## config.mk

```make
export PLATFORM = sky130hd
export DESIGN_NAME = fbcpu_mem_loader
export DESIGN_NICKNAME = d
export VERILOG_FILES = /design/src/rtl/fbcpu_mem_loader_pkg.sv /design/src/rtl/fbcpu_ram.sv /design/src/rtl/fbcpu_mem_loader.sv
export SDC_FILE = /design/constraint.sdc
export NUM_CORES = 1
export LEC_CHECK = 0
export CAP_MARGIN = 20
export CORE_ASPECT_RATIO = 0.7
export CORE_MARGIN = 2
export CORE_UTILIZATION = 40
export CTS_BUF_LIST = sky130_fd_sc_hd__clkbuf_4 sky130_fd_sc_hd__clkbuf_8
export CTS_CLUSTER_SIZE = 24
export DETAILED_ROUTE_END_ITERATION = 6
export GPL_TIMING_DRIVEN = 0
export SYNTH_ARGS = -nofsm -noshare
export SYNTH_HDL_FRONTEND = slang
export SYNTH_SLANG_ARGS = --single-unit
```

## constraint.sdc

```tcl
create_clock -name clk -period 3.1 [get_ports clk]
set_input_delay 0.93 -clock clk [delete_from_list [all_inputs] [get_ports clk]]
set_output_delay 0.93 -clock clk [all_outputs]
set_load 0.05 [all_outputs]
```

## src/rtl/fbcpu_mem_loader_pkg.sv

```systemverilog
// Shared definitions for the FBCPU program memory / boot loader slice:
// default widths, opcode constants shared with the core, and loader state encodings.
package fbcpu_mem_loader_pkg;

    localparam int DEF_ADDRESS_WIDTH = 6;
    localparam int DEF_DATA_WIDTH    = 10;

    // Opcode field values as decoded by the core; kept here so both sides agree.
    localparam logic [3:0] OP_LOAD  = 4'h0;
    localparam logic [3:0] OP_STORE = 4'h1;
    localparam logic [3:0] OP_ADD   = 4'h2;
    localparam logic [3:0] OP_SUB   = 4'h3;
    localparam logic [3:0] OP_JUMP  = 4'h4;
    localparam logic [3:0] OP_JZ    = 4'h5;
    localparam logic [3:0] OP_HALT  = 4'hF;

    typedef enum logic [1:0] {
        ST_IDLE = 2'd0,
        ST_LOAD = 2'd1,
        ST_RUN  = 2'd2
    } loader_state_t;

endpackage

```

## src/rtl/fbcpu_ram.sv

```systemverilog
// Synchronous read-first RAM with a registered read port (cleared on reset) and one write port.
// The read address is kept separate so the core's MAR is always what drives MDROut.
module fbcpu_ram
    import fbcpu_mem_loader_pkg::*;
#(
    parameter int ADDRESS_WIDTH = DEF_ADDRESS_WIDTH,
    parameter int DATA_WIDTH    = DEF_DATA_WIDTH
) (
    input  logic                     clk,
    input  logic                     rst,
    input  logic [ADDRESS_WIDTH-1:0] i_raddr,
    input  logic [ADDRESS_WIDTH-1:0] i_waddr,
    input  logic [DATA_WIDTH-1:0]    i_wdata,
    input  logic                     i_we,
    output logic [DATA_WIDTH-1:0]    o_rdata
);

    localparam int DEPTH = 2 ** ADDRESS_WIDTH;

    logic [DATA_WIDTH-1:0] r_mem [DEPTH];
    logic [DATA_WIDTH-1:0] r_rdata;

    // Contents survive reset; only the read register is cleared.
    always_ff @(posedge clk) begin
        if (i_we) begin
            r_mem[i_waddr] <= i_wdata;
        end
    end

    always_ff @(posedge clk or posedge rst) begin
        if (rst) begin
            r_rdata <= '0;
        end else begin
            r_rdata <= r_mem[i_raddr];
        end
    end

    assign o_rdata = r_rdata;

endmodule

```

## src/rtl/fbcpu_mem_loader.sv

```systemverilog
// FBCPU program memory and boot loader: streams an image into RAM while holding the core in reset.
// Optional output port enabled by defining FBCPU_OUTPORT_EN.
module fbcpu_mem_loader
    import fbcpu_mem_loader_pkg::*;
#(
    parameter int ADDRESS_WIDTH = DEF_ADDRESS_WIDTH,
    parameter int DATA_WIDTH    = DEF_DATA_WIDTH
`ifdef FBCPU_OUTPORT_EN
    ,
    parameter int OUT_ADDR      = 63
`endif
) (
    input  logic                     clk,
    input  logic                     rst,
    input  logic                     load_start,
    input  logic                     run_start,
    input  logic                     load_valid,
    input  logic [DATA_WIDTH-1:0]    load_data,
    input  logic                     load_last,
    output logic                     load_ready,
    output logic                     cpu_rst,
    output logic [ADDRESS_WIDTH:0]   loaded_words,
    input  logic [ADDRESS_WIDTH-1:0] MAR,
    input  logic [DATA_WIDTH-1:0]    MDRIn,
    input  logic                     RAMWr,
    output logic [DATA_WIDTH-1:0]    MDROut,
    output logic [DATA_WIDTH-1:0]    out_port,
    output logic                     out_strobe
);

    localparam int DEPTH = 2 ** ADDRESS_WIDTH;
    localparam logic [ADDRESS_WIDTH-1:0] LAST_ADDR = ADDRESS_WIDTH'(DEPTH - 1);

    loader_state_t r_state;
    loader_state_t w_nextState;

    logic [ADDRESS_WIDTH-1:0] r_addr;
    logic [ADDRESS_WIDTH:0]   r_loadedWords;
    logic                     w_accept;
    logic                     w_lastBeat;
    logic                     w_startLoad;
    logic                     w_coreWrite;
    logic                     w_ramWe;
    logic [ADDRESS_WIDTH-1:0] w_ramWaddr;
    logic [DATA_WIDTH-1:0]    w_ramWdata;

    assign w_accept    = (r_state == ST_LOAD) && load_valid;
    assign w_lastBeat  = load_last || (r_addr == LAST_ADDR);
    assign w_startLoad = load_start && ((r_state == ST_IDLE) || (r_state == ST_RUN));
    assign w_coreWrite = (r_state == ST_RUN) && RAMWr;

    always_ff @(posedge clk or posedge rst) begin
        if (rst) begin
            r_state <= ST_IDLE;
        end else begin
            r_state <= w_nextState;
        end
    end

    always_comb begin
        w_nextState = r_state;
        case (r_state)
            ST_IDLE: begin
                if (load_start) begin
                    w_nextState = ST_LOAD;
                end else if (run_start) begin
                    w_nextState = ST_RUN;
                end
            end
            ST_LOAD: begin
                if (w_accept && w_lastBeat) begin
                    w_nextState = ST_RUN;
                end
            end
            ST_RUN: begin
                if (load_start) begin
                    w_nextState = ST_LOAD;
                end
            end
            default: w_nextState = ST_IDLE;
        endcase
    end

    // The address saturates at the top word; the image always ends there anyway.
    always_ff @(posedge clk or posedge rst) begin
        if (rst) begin
            r_addr        <= '0;
            r_loadedWords <= '0;
        end else if (w_startLoad) begin
            r_addr        <= '0;
            r_loadedWords <= '0;
        end else if (w_accept) begin
            if (r_addr != LAST_ADDR) begin
                r_addr <= r_addr + ADDRESS_WIDTH'(1);
            end
            r_loadedWords <= r_loadedWords + (ADDRESS_WIDTH + 1)'(1);
        end
    end

    assign load_ready   = (r_state == ST_LOAD);
    assign cpu_rst      = (r_state != ST_RUN);
    assign loaded_words = r_loadedWords;

    assign w_ramWe    = w_accept || w_coreWrite;
    assign w_ramWaddr = (r_state == ST_LOAD) ? r_addr    : MAR;
    assign w_ramWdata = (r_state == ST_LOAD) ? load_data : MDRIn;

    fbcpu_ram #(
        .ADDRESS_WIDTH(ADDRESS_WIDTH),
        .DATA_WIDTH   (DATA_WIDTH)
    ) u_ram (
        .clk    (clk),
        .rst    (rst),
        .i_raddr(MAR),
        .i_waddr(w_ramWaddr),
        .i_wdata(w_ramWdata),
        .i_we   (w_ramWe),
        .o_rdata(MDROut)
    );

`ifdef FBCPU_OUTPORT_EN
    logic [DATA_WIDTH-1:0] r_outPort;
    logic                  r_outStrobe;
    logic                  w_outHit;

    assign w_outHit = w_coreWrite && (MAR == ADDRESS_WIDTH'(OUT_ADDR));

    always_ff @(posedge clk or posedge rst) begin
        if (rst) begin
            r_outPort   <= '0;
            r_outStrobe <= 1'b0;
        end else begin
            r_outStrobe <= w_outHit;
            if (w_outHit) begin
                r_outPort <= MDRIn;
            end
        end
    end

    assign out_port   = r_outPort;
    assign out_strobe = r_outStrobe;
`else
    assign out_port   = '0;
    assign out_strobe = 1'b0;
`endif

endmodule

```

## Yosys cells after proc, flatten, opt, wreduce, memory -nomap -nowiden

Memory sizes are Yosys's and may differ from the RTL's. A register that Yosys moved wholly into a read port is not among the register bits.
Cells that the tools add are included.

- Multiplexer cells: 14
- Add/sub/neg operators: 2
- Eq/ne operators: 8
- Reduce and logical (&&, ||, !) cells: 12

Operator list:

| operator | number |
|---|---|
| 2-to-1 mux 6 bit | 4 |
| 2-to-1 mux 7 bit | 2 |
| 2-to-1 mux 10 bit | 1 |
| 2-to-1 mux 2 bit | 4 |
| adder 7 x 1 -> 7 bit, second input constant | 1 |
| adder 6 x 1 -> 6 bit, second input constant | 1 |
| == test 6 bit, second input constant | 1 |
| inequality test 6 bit, second input constant | 1 |
| one-hot mux 2 bit (3 select lines) | 1 |
| logical AND 1 bit | 4 |
| inequality test 2 bit, second input constant | 2 |
| nonzero test 2 bit | 2 |
| logical OR 1 bit | 3 |
| inequality test 3 bit, second input constant | 1 |
| AND reduction 3 bit | 1 |
| == test 2 x 1 -> 1 bit, second input constant | 1 |
| == test 2 bit, second input constant | 1 |
| zero test 2 bit | 1 |
| 2-to-1 mux 1 bit | 2 |
| inequality test 2 x 1 -> 1 bit, second input constant | 1 |
| AND reduction 2 bit | 1 |

- Input port bits: 33
- Output and inout port bits: 30
- Bits in writable memories: 640
- Word-level logic and storage cells: 40
- Register bits: 15
- Memories: 1

Memory list:

| name | words | bits a word | read ports | clocked after Yosys merged registers in | write ports | RTL line | source |
|---|---|---|---|---|---|---|---|
| u_ram.r_mem | 64 | 10 | 1 | 1 | 1 | fbcpu_ram.sv:20 | `logic [DATA_WIDTH-1:0] r_mem [DEPTH];` |

## Depth between registers and ports, before layout

Gate-level depths: netlist (run 1).

- Depth in word-level cells: 5
- Mapped depth: 7
- Mapped depth without buffers: 5

## Cells and area by module

From an unflattened synthesis (run 1), not the netlist that was laid out.

- Cells, all modules: 1242
- Area total of the unflattened synthesis: 26186.4 um2

Modules (own cells, without submodules):

| module | area an instance (um2) | cells each | seq. area each (um2) | times used |
|---|---|---|---|---|
| fbcpu_ram | 25096.6 | 1127 | 19468.7 | 1 |
| fbcpu_mem_loader | 1089.8 | 115 | 375.4 | 1 |

## Least setup slack after synthesis (run 1)

OpenSTA, ideal clock, no wires.

- Kind: register to register
- From: register r_state[1]
- To: memory u_ram.r_mem[0][0] (netlist bit), data pin
- Setup slack: 0.255 ns
- Setup time: 0.356 ns
- Arrival: 2.490 ns
- Period minus slack after synthesis: 2.845 ns
- Required time: 2.744 ns
- Stages on the path, launching flop included: 8
- Buffers on the path: 3
- Path through: dfrtp_1 clkbuf_1 nand2b_1 buf_2 clkinv_1 clkbuf_1 nand2_1 nand2_1

- Longest elaborated chain between the ends: 2

RTL lines:

| item | RTL line | source |
|---|---|---|
| from (decl) | fbcpu_mem_loader.sv:34 | `loader_state_t r_state;` |
| from (signal assigned) | fbcpu_mem_loader.sv:56 | `r_state <= w_nextState;` |
| == test 2 x 1 -> 1 bit | - |  |
| named net load_ready | fbcpu_mem_loader.sv:20 | `output logic load_ready,` |
| 2-to-1 mux 10 bit | fbcpu_mem_loader.sv:106 | `assign w_ramWdata = (r_state == ST_LOAD) ? load_data : MDRIn;` |
| named net u_ram.i_wdata[0] | fbcpu_ram.sv:13 | `input logic [DATA_WIDTH-1:0] i_wdata,` |
| to (decl) | fbcpu_ram.sv:20 |  |

The timed path passes the listed nets, and every way through them passes these cells.

==> run_results.csv, run 1 <==
group,metric,value,unit
critical_path,end_kind,"flip-flop",
power_and_ir_drop,clkPwrFrac,34.6,%
timing,max_freq,0.310,GHz
drt,via_count,13700,
die,die_area,66900,um2
grt,grtUsageTotal,20.4,%
drt,drtIter0Drc,1994,
drt,drcViolationCount,0,
synthesis,synth.avg_cell_area,20.6,um2
timing,relSlewSlack,15.9,%
synthesis,synth_area,25900,um2
critical_path,r2r_setup_slack,0.21,ns
critical_path,ff2ff_path_depth,8,
status,violations,"setup timing",
grt,grt_pass1_vias,13200,
clock_tree,tritoncts_num_sinks,665,
grt,grt.overflow.total,0,
synthesis,async_flop_share,3.76,%
power_and_ir_drop,powerDensity,722,nW/um2
grt,antenna_found_initial,2,
worst_hold_path,hold_path_class,"in -> async",
die,die_h,217,um
clock_tree,clockBufferDepth,3,
timing,fin_worst_skew,0.0329,ns
placed_design,place_congestion,0.878,
die,floorplan.initialDensity,40.2,%
timing,hold_slack,0.466,ns
critical_path,critPathMaxStageDelay,1.01,ns
timing,setup_violations,97,
power_and_ir_drop,intPower,16.4,mW
timing,rsz0062_at_grt,"yes",
power_and_ir_drop,total_power,22.5,mW
final_layout,fin_nets,1497,
synthesis,yosysSeqAreaShare,76.5,%
critical_path,critPathRequiredTime,3.71,ns
die,coreArea,64400,um2
final_layout,syn2layout_area_growth,20.1,%
drt,ant_nets,0,
synthesis,synth_top_area_cell,"edfxtp_1",
drt,wl,67900,um
critical_path,path_max_fanout,10,
flow_run,cap_violations,0,
status,status,"complete, but fails checks",
clock_tree,clk_pin_slew,0.07,ns
synthesis,postSynthCellCount,1258,
power_and_ir_drop,p_seq_share,49.9,%
synthesis,ys_warn_count,0,
final_layout,fill_cells,5227,
critical_path,path_cells,"clkdlybuf4s50_1 > clkbuf_1 > nor2_1 > a22oi_1 > a21oi_1 > a211o_1",
critical_path,worstSetupStartpointType,"primary input",
power_and_ir_drop,p_leak,9.81,nW
power_and_ir_drop,p_sw_share,27.1,%
final_layout,diodes,0,
critical_path,r2r-start,"r_state[1]",
timing,finalCriticalPeriod,3.23,ns
clock_tree,numCtsBuffers,99,
synthesis,ys.flop_type,"edfxtp_1",
power_and_ir_drop,ir_drop,0.611,mV
power_and_ir_drop,power_switching,6.08,mW
timing,maxSlewViolCount,0,
synthesis,synth.most_common_cell,"edfxtp_1",
die,pin_count,63,
critical_path,critical_path_class,"in -> reg",
placed_design,port_buffers,48,
critical_path,worst-path-buf-inv,2,
placed_design,hpwl,44400,um
timing,finalHoldViolCount,0,
critical_path,r2r_end,"u_ram.r_mem[58][2]",
clock_tree,cts_tree,"done",
synthesis,synth.top_cells.by_count,"edfxtp_1, mux4_2, nor2_1",
grt,grt_pass1_wl,95600,um
timing,min_period_over_period,104,%
clock_tree,htreeDepth,3,
die,fp-row-count,78,
die,dieWidth,308,um
critical_path,worstPathArrival,3.83,ns
synthesis,synth_edf_count,640,
synthesis,ys_ff_latch,665,
synthesis,yosysTopAreaCellShare,74.1,%
clock_tree,insertion_delay,0.71,ns
timing,worst_slack,-0.127,ns
drt,via_per_inst,5.76,
critical_path,cp_slowest_cell,"nor2_1",
drt,firstDrtPassIters,7,
critical_path,cp_top_family,"simple AND/OR/NAND/NOR gates",
synthesis,synth_area_leaders,"edfxtp_1, mux4_2, dfrtp_1",
grt,grt_max_degree,53,
final_layout,drive_gt1_share,33.2,%
power_and_ir_drop,combPwrFrac,15.6,%
clock_tree,cts-root-buf,"clkbuf_8",
synthesis,synth.distinct_cells,53,
timing,worstMarginPinSlew,1.26,ns
drt,detail_route.wl_per_cell,28.4,um
[area by class of cell]
type                            instances  area (um2)  share of cell area (%)
Tap cell                              840        1050                    3.38
Sequential cell                       665       19800                    63.7
Timing Repair Buffer                   94        1320                    4.25
Clock buffer                          132        1640                    5.27
Clock inverter                         54         522                    1.68
Inverter                                7        31.3                   0.100
Buffer                                 76         432                    1.39
Multi-Input combinational cell        519        6290                    20.2
[state kept, by name (all words and copies together), names as in the netlist]
name           cells
u_ram.o_rdata     10
r_addr             6
u_ram.r_mem      640
r_state            2
loaded_words       7
[repair_timing]
action                     in CTS  in global routing
pin swaps                       2                 24
gates cloned                    0                  0
gates resized for setup       147                 30
setup endpoints to repair     640                553
buffers inserted                5                 25
hold buffers                    0                  0
[per-stage QoR]
stage	cell area [um2]	setup slack [ns]	instances	setup TNS, ns	utilization, %
finish	31100	-0.127	2387	-2.28	48.3
global placement	27500	-1.79	2156	-1408.63	42.7
floorplan	26000	0.255	1268	0	-
global route	31100	-0.0694	2387	-1.30	48.3
detailed placement	27800	-1.58	2171	-813.12	43.1
CTS	30500	-0.183	2361	-28.44	47.4
[metal layers]
layer	track usage (%)	share of wire, %	vias to the layer above
li1	-	-	5674
met3	8.06	12	98
met4	4.50	1.8	0
met2	28.3	43	758
met5	0	0	-
met1	30.3	43	7219
[power by group through the flow]
stage | clock network (mW) | registers (mW) | logic, mW
finish | 7.77 | 11.2 | 3.50
floorplan | 0 | 11.5 | 1.50
detailed placement | 0 | 11.4 | 3.24
CTS | 7.88 | 11.2 | 3.41
global placement | 0 | 11.6 | 2.82
global route | 8.27 | 11.2 | 3.69
[placed cells by master, fill, tap and decap left out, types with 4 or more instances in the layout]
master	netlist	routed
a211o_1	10	10
a21oi_1	28	28
a22oi_1	42	40
buf_1	8	7
buf_12	0	36
buf_2	17	18
buf_4	14	19
buf_6	6	10
bufinv_16	0	11
clkbuf_1	32	24
clkbuf_2	0	4
clkbuf_4	0	29
clkbuf_8	0	104
clkdlybuf4s50_1	0	46
clkinv_1	1	30
clkinv_2	0	9
conb_1	1	11
dfrtp_1	25	25
edfxtp_1	640	640
inv_1	5	5
mux2i_1	8	8
mux4_2	160	160
nand2_1	50	32
nand2_2	0	18
nand3_1	7	7
nand3b_1	8	8
nor2_1	82	18
nor2_4	0	64
nor2b_1	7	6
nor4_1	4	4
o21ai_0	10	10
o221ai_1	12	12
o22ai_1	23	22
or3b_2	4	4
xor2_1	5	5
[worst max path at each step]
| stage | from | end | cells past startpoint |
|---|---|---|---|
| 3_5_place_dp | MAR[3] | u_ram.r_mem[24][1] | 7 |
| 3_3_place_gp | MAR[3] | u_ram.r_mem[59][1] | 7 |
| 2_1_floorplan | r_state[1] | u_ram.r_mem[0][0] | 7 |
| 4_1_cts | MAR[0] | u_ram.r_mem[13][9] | 7 |
| 6_report | MAR[3] | u_ram.o_rdata[1] | 6 |
| 5_1_grt | MAR[4] | u_ram.r_mem[50][3] | 6 |
[cell families (layout without fill, tap and decap cells)]
| group | after synthesis | after routing | synth area share, % |
|---|---|---|---|
| flops | 665 | 665 | 76.5 |
| simple gates | 185 | 185 | 3.31 |
| mux | 169 | 169 | 14.3 |
| compound gates | 144 | 144 | 3.84 |
| buf+inv | 84 | 363 | 1.67 |
| xor+xnor | 8 | 8 | 0.270 |
| fa+ha+maj | 2 | 2 | 0.0965 |
| other cells | 1 | 11 | 0.0145 |
Note: power is estimated with default switching activity, not from simulation.
==> run 2: changes to the inputs <==
- SLEW_MARGIN: default -> 20
- clock period: 3.1 -> 3 ns (I/O delays scaled with it)
==> run_results.csv, run 2 (synthesized netlist as in run 1, its figures left out) <==
group,metric,value,unit
final_layout,post-route-util,48.1,%
clock_tree,clk_pin_slew,0.06,ns
die,dieWidth,308,um
status,violations,"setup timing",
flow_run,cap_violations,0,
drt,via_per_inst,5.80,
grt,grt_max_degree,65,
drt,ant_nets,0,
placed_design,dp.cells,2161,
final_layout,syn2layout_area_growth,19.4,%
grt,grt.overflow.total,0,
timing,setup_violations,27,
die,coreArea,64400,um2
final_layout,fin_cells,2377,
power_and_ir_drop,total_power,22.3,mW
power_and_ir_drop,p_seq_share,52.0,%
final_layout,final_cell_mix,"edfxtp_1, mux4_2, clkbuf_8",
timing,finalHoldViolCount,0,
clock_tree,insertion_delay,0.72,ns
die,pin_count,63,
critical_path,path_max_fanout,10,
critical_path,critPathRequiredTime,3.62,ns
timing,relSlewSlack,19.5,%
timing,worstMarginPinSlew,1.20,ns
grt,grtUsageTotal,20.3,%
critical_path,r2r-start,"r_state[1]",
drt,highest_layer,"met4",
final_layout,largest_register_ff_count,640,
critical_path,path_cells,"clkdlybuf4s50_1 > clkbuf_4 > and2_1 > buf_1 > a22oi_1 > a21oi_1 > a211o_1",
power_and_ir_drop,ir_drop,0.608,mV
critical_path,worstPathArrival,3.73,ns
drt,firstDrtPassIters,5,
clock_tree,cts-root-buf,"clkbuf_8",
timing,min_period_over_period,104,%
timing,max_freq,0.322,GHz
drt,met1Wirelength,29700,um
drt,detail_route.wl_per_cell,28.6,um
final_layout,diodes,0,
clock_tree,htreeDepth,3,
clock_tree,cts_tree,"done",
critical_path,cp-startpoint,"MAR[3]",
drt,wl_met2,29200,um
drt,drtIter0Drc,1971,
drt,drcViolationCount,0,
critical_path,cp_slowest_cell,"clkdlybuf4s50_1",
clock_tree,numCtsBuffers,97,
power_and_ir_drop,clkPwrFrac,31.7,%
timing,maxSlewViolCount,0,
die,fp-row-count,78,
critical_path,critPathMaxStageDelay,0.66,ns
timing,fin_worst_skew,0.0454,ns
die,die_area,66900,um2
critical_path,critical_path_class,"in -> reg",
final_layout,fin_nets,1493,
timing,worst_slack,-0.108,ns
critical_path,worstSetupStartpointType,"primary input",
critical_path,end_kind,"flip-flop",
clock_tree,ctsHoldBuffers,0,
placed_design,pre_cts_ws,-1.64,ns
placed_design,hpwl,43400,um
critical_path,r2r_setup_slack,0.14,ns
power_and_ir_drop,intPower,16.0,mW
drt,wl,67900,um
drt,via_count,13800,
power_and_ir_drop,p_leak,9.72,nW
clock_tree,clockBufferDepth,3,
power_and_ir_drop,combPwrFrac,16.3,%
grt,antenna_found_initial,3,
power_and_ir_drop,power_switching,6.29,mW
final_layout,drive_gt1_share,33.2,%
final_layout,largest_register,"u_ram.r_mem",
placed_design,place_congestion,0.878,
clock_tree,tritoncts_num_sinks,665,
die,floorplan.initialDensity,40.2,%
die,die_h,217,um
worst_hold_path,hold_path_class,"in -> async",
critical_path,cp_top_family,"buffers and inverters",
grt,grt_pass1_vias,13300,
power_and_ir_drop,p_sw_share,28.2,%
timing,finalCriticalPeriod,3.11,ns
status,status,"complete, but fails checks",
drt,wl_met3,7850,um
grt,grt_pass1_wl,95200,um
critical_path,worst-path-buf-inv,3,
placed_design,port_buffers,48,
power_and_ir_drop,powerDensity,721,nW/um2
final_layout,final_common_cell,"edfxtp_1",
==> run 2: worst reg2reg max path, delay by kind of cell, from the launching register on <==
kind	cells	cell delay, ns
muxes	1	0.47
DFF	1	0.35
buffers and inverters	4	0.90
and+or+nand+nor	3	0.84
==> run 2: final timing paths <==
kind                                       to  depth (start not counted)
max in group asynchronous     loaded_words[5]                          3
max                          u_ram.o_rdata[7]                          7
max reg2reg                u_ram.r_mem[38][0]                          8
min in group clk              loaded_words[6]                          2
min reg2reg                   loaded_words[6]                          2
min                           loaded_words[4]                          2
==> run 2: what timing repair did <==
| item | in CTS | in global routing |
|---|---|---|
| setup endpoints to repair | 707 | 860 |
| endpoints found under the hold margin | 0 | 0 |
| setup buffers | 22 | 16 |
| pin swaps | 15 | 15 |
| resized for setup | 165 | 38 |
==> run 2: metrics by stage <==
stage,area (um2),TNS (ns),hold slack (ns)
2_1_floorplan,26000,0,0.583
3_3_place_gp,27500,-1518.20,0.539
3_5_place_dp,27700,-865.66,0.544
4_1_cts,30500,-45.92,0.562
5_1_grt,31000,-0.268,0.452
6_report,31000,-1.04,0.452
==> run 2: power by group through the flow <==
stage,sequential (mW),clock (mW),combinational (mW)
global placement,12.0,0,2.91
floorplan,11.9,0,1.55
detailed placement,11.8,0,3.23
CTS,11.6,7.17,3.50
global route,11.6,7.58,3.85
finish,11.6,7.07,3.64
==> run 2: layout make-up <==
class	count	area [um2]
Fill cell	5281	33500
Sequential cell	665	19800
Multi-Input combinational cell	519	6450
Clock buffer	131	1590
Timing Repair Buffer	92	1260
Tap cell	840	1050
Buffer	76	449
Clock inverter	47	269
Inverter	7	38.8
==> run 2: routing by layer <==
metal,global-route usage [%],vias up
met2,28.4,733
met4,4.03,0
li1,-,5662
met3,7.13,87
met5,0,-
met1,30.8,7296
==> patch 1, RTL diff (settings of run 2) <==
Encoding of `loader_state_t`: now one-hot (3 bits for 3 states).
--- a/src/rtl/fbcpu_mem_loader_pkg.sv
+++ b/src/rtl/fbcpu_mem_loader_pkg.sv
@@ -15,8 +15,8 @@
     localparam logic [3:0] OP_HALT  = 4'hF;
 
-    typedef enum logic [1:0] {
-        ST_IDLE = 2'd0,
-        ST_LOAD = 2'd1,
-        ST_RUN  = 2'd2
+    typedef enum logic [2:0] {
+        ST_IDLE = 3'b001,
+        ST_LOAD = 3'b010,
+        ST_RUN  = 3'b100
     } loader_state_t;
 
Behaviour: same outputs for any inputs over 4 cycles, from zero or initial values and one cycle with rst high; so few cycles prove little.
==> patch 1 against run 2 <==
  * The run still ends with setup timing left
  * Via count grew 1.9%
  * Largest cell class unchanged
  * Area after synthesis rose by 1.4%
  * Critical path depth unchanged
  * Worst setup slack better by 0.032 ns
  * Non-clock buffer count grew 5
  * Sequential cell count up 1
  * Cell area grew 0.61%
  * Global-route usage up 0.54 points
  * Highest routed layer unchanged
  * Wire length grew 3.4%
  * Total power shrank 9.9%
==> patch 1: results (changes against run 2) <==
Run status
  – Outcome: finished with violations
  – Violated checks: setup timing

Clocking
  – Maximum root-to-sink buffer count: 3 (unchanged)
  – Clock Latency Late Sink: 0.69 ns (-0.03 ns)

Global routing
  – Tot GR Track Use: 20.8% (+0.54 points)
  – First-pass GRT wire length: 98300 µm (+3.2%)

Layout
  – Filler instances: 5324 (+0.81%)
  – Layout cells sized above 1: 32.7% (-0.50 points)
  – Multi-input gate area: 6580 µm² (+2.0%)

Min path
  – Worst Hold Class: register to register
  – Hold Path Stages: 2

Critical path
  – R2R Path Start: r_state[2]$_DFFE_PP0P_
  – CP startpoint: MAR[1]
  – Critical Path AT: 3.43 ns (-0.30 ns)
  – R2R setup slack: 0.02 ns (-0.12 ns)
  – CP peak stage delay: 0.44 ns (-0.22 ns)
  – CP endpoint: u_ram.r_mem[11][5]$_DFFE_PP_
  – Slowest CP cell: nand2_2
  – RR Endpoint: u_ram.r_mem[47][8]$_DFFE_PP_

Place
  – DP Area: 28000 µm² (+1.1%)
  – Pre-CTS setup slack: -1.60 ns (+0.0310 ns)
  – Routability cong.: 0.927 (+5.6%)
  – Detailed Place HPWL: 45000 µm (+3.5%)
  – Dpl cells: 2241 (+3.7%)

Pwr
  – Max VDD drop: 0.000639 V (+5.1%)
  – Internal power: 15.0 mW (-6.3%)
  – P_leak: 9.96 nW (+2.5%)
  – Power share of the combinational group: 11.1% (-5.2 points)
  – P_seq: 10.8 mW (-7%)

Logic synthesis
  – Sequential area share after synthesis: 75.6% (-0.97 points)
  – Most frequent cells after synthesis: edfxtp_1, mux4_2, nor2_1
  – Synth top area cells: edfxtp_1, mux4_2, mux2i_1, dfrtp_1, nor2_1
  – Post-synthesis async set-or-reset flop share: 3.90% (+0.14 points)
  – Avg Cell Area, Syn: 20.2 µm² (-1.9%)
  – Yosys cell types: 54 (+1.9%)

Timing
  – Slew @ Worst Pin: 1.09 ns (-0.110 ns)
  – Final WS setup: -0.0762 ns (+0.0323 ns)
  – WHS: 0.568 ns (+0.116 ns)
  – TNS Setup: -0.810 ns (+0.230 ns)
  – Skew final: 0.0215 ns (-0.0239 ns)
  – Finish-stage setup viols: 23 (-15%)

Routing
  – Vias post-DR: 14037 (+1.9%)
  – DR vias/cell: 5.70 (-1.6%)
  – Initial DRC Count: 1780 (-9.7%)
  – Drt total wl: 70200 µm (+3.4%)

Floorplanning
  – DIE WIDTH: 310 µm (+0.70%)
==> patch 1: cell types whose count changed after synthesis, moves of 8 or more <==
cell | run 2 | this run
a32o_1 | 1 | 10
buf_4 | 14 | 24
o21ai_0 | 10 | 24
nor2_2 | 0 | 8
nand2b_1 | 3 | 13
mux2i_1 | 8 | 63
o221ai_1 | 12 | 3
a21oi_1 | 28 | 15
o22ai_1 | 23 | 8
mux4_2 | 160 | 148
a211o_1 | 10 | 0
a22oi_1 | 42 | 16
mux2_2 | 1 | 11
==> patch 1: cells by family (layout without fill, tap and decap cells) <==
kind of cell | after synthesis | count (layout) | synth area share [%]
AOI/OAI and AO/OA | 112 | 112 | 2.97
buffers and inverters | 85 | 357 | 1.75
DFF | 666 | 666 | 75.6
adders and majority gates | 2 | 2 | 0.0952
and+or+nand+nor | 200 | 200 | 3.57
other | 1 | 11 | 0.0143
xor gates and xnor gates | 10 | 10 | 0.333
muxes | 224 | 224 | 15.7
==> patch 1: layout make-up <==
type,count,area share [%]
sequential,666,63.8
multi-input combinational,559,21.1
clock buffer,148,5.54
timing repair buffer,96,3.96
tap,880,3.54
buffer,77,1.45
clock inverter,30,0.490
inverter,6,0.0964
==> patch 1: repair_timing <==
item	in CTS	in global routing
resized for setup	133	40
setup buffers	25	19
pin swaps	21	14
endpoints found under the setup margin	623	626
==> patch 1: metal layers <==
metal  global-route usage (%)  vias up  wire [µm]
met3                     6.50      122       7920
met2                     28.6      756      29700
met4                     5.33        0       1660
met5                        0        -          0
met1                     32.0     7416      30900
li1                         -     5743          -
==> patch 1: worst min-delay path, stage by stage (launching register included) <==
cell,delay (ns)
dfrtp_1,0.38
xor2_1,0.08
nor2_1,0.07
==> patch 2, RTL diff (flow settings as in run 2) <==
Made on the original files. Add a define of `FBCPU_OUTPORT_EN`.
--- a/src/rtl/fbcpu_mem_loader.sv
+++ b/src/rtl/fbcpu_mem_loader.sv
@@ -1,4 +1,6 @@
 // FBCPU program memory and boot loader: streams an image into RAM while holding the core in reset.
 // Optional output port enabled by defining FBCPU_OUTPORT_EN.
+`define FBCPU_OUTPORT_EN
+
 module fbcpu_mem_loader
     import fbcpu_mem_loader_pkg::*;
Check against the original RTL: not equivalent (a bounded check fails within 4 cycles, from zero or initial values and one cycle with rst high).
==> patch 2 against run 2 <==
  * The flow still finishes with violations (setup timing)
  * Area after synthesis grew 2.0%
  * Final cell count grew 3.9%
  * Wire length shrank 1.5%
  * Worst hold slack lost 0.0014 ns
  * Total power grew 3.1%
  * Sequential cell count grew 11
  * Worst setup slack gained 0.017 ns
  * Cell area grew 0.90%
  * Die area grew 1.9%
==> patch 2: results (changes against run 2) <==
Pwr
  – P_leak: 10.0 nW (+3.0%)
  – Max VDD drop: 0.000411 V (-32%)

Timing
  – Skew final: 0.0383 ns (-0.00705 ns)
  – Final WS setup: -0.0913 ns (+0.0171 ns)
  – Max_slew headroom: 33.2% (+14 points)
  – Finish-stage setup viols: 136 (+400%)

Clocking
  – Reg clk slew, reported paths: 0.06 ns (about the same)
  – CTS Buf Count: 98 (+1.0%)
  – Maximum root-to-sink buffer count: 3 (unchanged)
  – Clock Latency Late Sink: around 0.73 ns
  – Htree depth: 3 (unchanged)
  – Root Buffer: clkbuf_8

Routing
  – DR pass1 iterations: 5 (unchanged)
  – Drt total wl: 66900 µm (-1.5%)
  – Detailed-route DRC error count: 0 (unchanged)
  – Vias post-DR: 13907 (+0.94%)
  – Initial DRC Count: 1638 (-17%)

Critical path
  – Critical Path AT: 3.44 ns (-0.29 ns)
  – Crit-path max FO: 10 (unchanged)
  – Worst reg2reg path depth: 5 (-3)
  – Cell class contributing the biggest share of worst-path delay: buffers and inverters
  – CP peak stage delay: 0.81 ns (+0.15 ns)
  – Slowest CP cell: clkdlybuf4s50_1

Layout
  – Area grow syn2layout: 18.2%
  – # nets final: 1541 (+3.2%)
  – Largest register FFs: 640 (unchanged)
  – Layout cells sized above 1: 29.6% (-3.6 points)
  – Largest register by flop count: u_ram.r_mem
  – Filler instances: 5388 (+2.0%)

Global routing
  – Tot GR Track Use: 19.7% (-0.61 points)
  – M3 GR Usage: 6.34% (-0.79 points)
  – GR Layer Usage met1: 30.0% (-0.80 points)
  – Number of antenna violations at the first check in global routing: 3 (unchanged)
  – Largest net degree at the start of global routing: 65 (unchanged)
  – Met2 Use GR: 27.2% (-1.2 points)
  – First-pass GRT wire length: 96300 µm (+1.1%)

Logic synthesis
  – Synth top area cells: edfxtp_1, mux4_2, dfrtp_1, mux2i_1, nand2_1
  – Post-Syn Nets: 1356
  – Yosys cell types: 45 (-15%)
  – Post-synthesis async set-or-reset flop share: 5.33% (+1.6 points)
  – Sequential area share after synthesis: 76.1% (-0.43 points)
  – Most frequent cells after synthesis: edfxtp_1, mux4_2, nand2_1
  – EDFF count, synth: 640 (unchanged)
  – Syn. warnings: 0 (unchanged)

Place
  – Buffers on Ports: 57 (+19%)
  – DP Area: 28400 µm² (+2.6%)
  – Detailed Place HPWL: 42800 µm (-1.4%)
  – Routability cong.: 0.909 (+3.5%)

Run status
  – Outcome: finished with violations
  – Violated checks: setup timing

Min path
  – Worst Hold Class: input pin to async pin
## patch 2: report_power, final
part | switching (mW) | total (mW) | leakage, nW | internal (mW)
combinational | 2.86 | 3.73 | 2.72 | 0.874
clock | 3.54 | 7.51 | 1.04 | 3.97
sequential | 0.0940 | 11.8 | 6.25 | 11.7
total | 6.49 | 23.0 | 10.0 | 16.5
## patch 2: cell families (layout without fill, tap and decap cells)
family / Yosys count / count (layout) / synth area share (%)
flops: 676 / 676 / 76.1
buf+inv: 76 / 344 / 1.40
fa+ha+maj: 2 / 2 / 0.0947
other cells: 0 / 1 / 0
simple gates: 231 / 231 / 3.69
compound gates: 114 / 114 / 2.96
xor+xnor: 10 / 10 / 0.331
mux: 212 / 212 / 15.4
## patch 2: cell type report
type | instances | area share, %
diodes | 1 | 0.00801
clock inverters | 49 | 1.15
multi-input cells | 569 | 21.0
plain buffers | 69 | 1.15
clock buffers | 134 | 5.22
repair buffers | 85 | 3.48
well taps | 880 | 3.52
inverters | 7 | 0.0921
flip-flops and latches | 676 | 64.4
## patch 2: per-stage QoR
stage / hold WS [ns] / setup slack [ns] / cells / setup TNS (ns) / total power, mW
CTS: 0.405 / -0.115 / 2453 / -6.80 / 23.1
detailed placement: 0.501 / -1.63 / 2269 / -871.44 / 15.4
floorplan: 0.523 / 0.142 / 1321 / 0 / 13.7
global placement: 0.489 / -1.63 / 2258 / -1419.98 / 15.2
finish: 0.451 / -0.0913 / 2470 / -5.10 / 23.0
global route: 0.443 / -0.145 / 2469 / -15.21 / 23.8
## patch 2: routing by layer
metal | share of wire [%] | wire length (µm) | vias up
met5 | 0 | 0 | -
met4 | 1.8 | 1180 | 0
met3 | 10 | 6800 | 86
met2 | 42 | 28300 | 674
met1 | 46 | 30600 | 7345
li1 | - | - | 5802
## patch 2: final timing paths
path                                    startpoint                           end  slack, ns
setup / recovery                            MAR[4]  u_ram.r_mem[48][6]$_DFFE_PP_      -0.09
hold / removal                                 rst       out_port[5]$_DFFE_PP0P_       0.45
setup reg to reg            r_state[1]$_DFFE_PP0P_  u_ram.r_mem[48][6]$_DFFE_PP_      -0.03
hold reg to reg            out_port[7]$_DFFE_PP0P_       out_port[7]$_DFFE_PP0P_       0.51
max in group asynchronous                      rst    u_ram.o_rdata[5]$_DFF_PP0_       2.06
min in group clk           out_port[7]$_DFFE_PP0P_       out_port[7]$_DFFE_PP0P_       0.51
## patch 2: worst reg2reg max path, delay by kind of cell, from the launching register on
family / cells / cell delay (ns)
simple gates: 3 / 1.47
mux: 1 / 0.61
flops: 1 / 0.44
buf+inv: 1 / 0.17
## patch 2: what timing repair did
item | 4_1_cts | 5_1_grt
pin swaps | 2 | 15
endpoints found under the setup margin | 635 | 606
buffers inserted | 1 | 16
gates resized for setup | 142 | 18
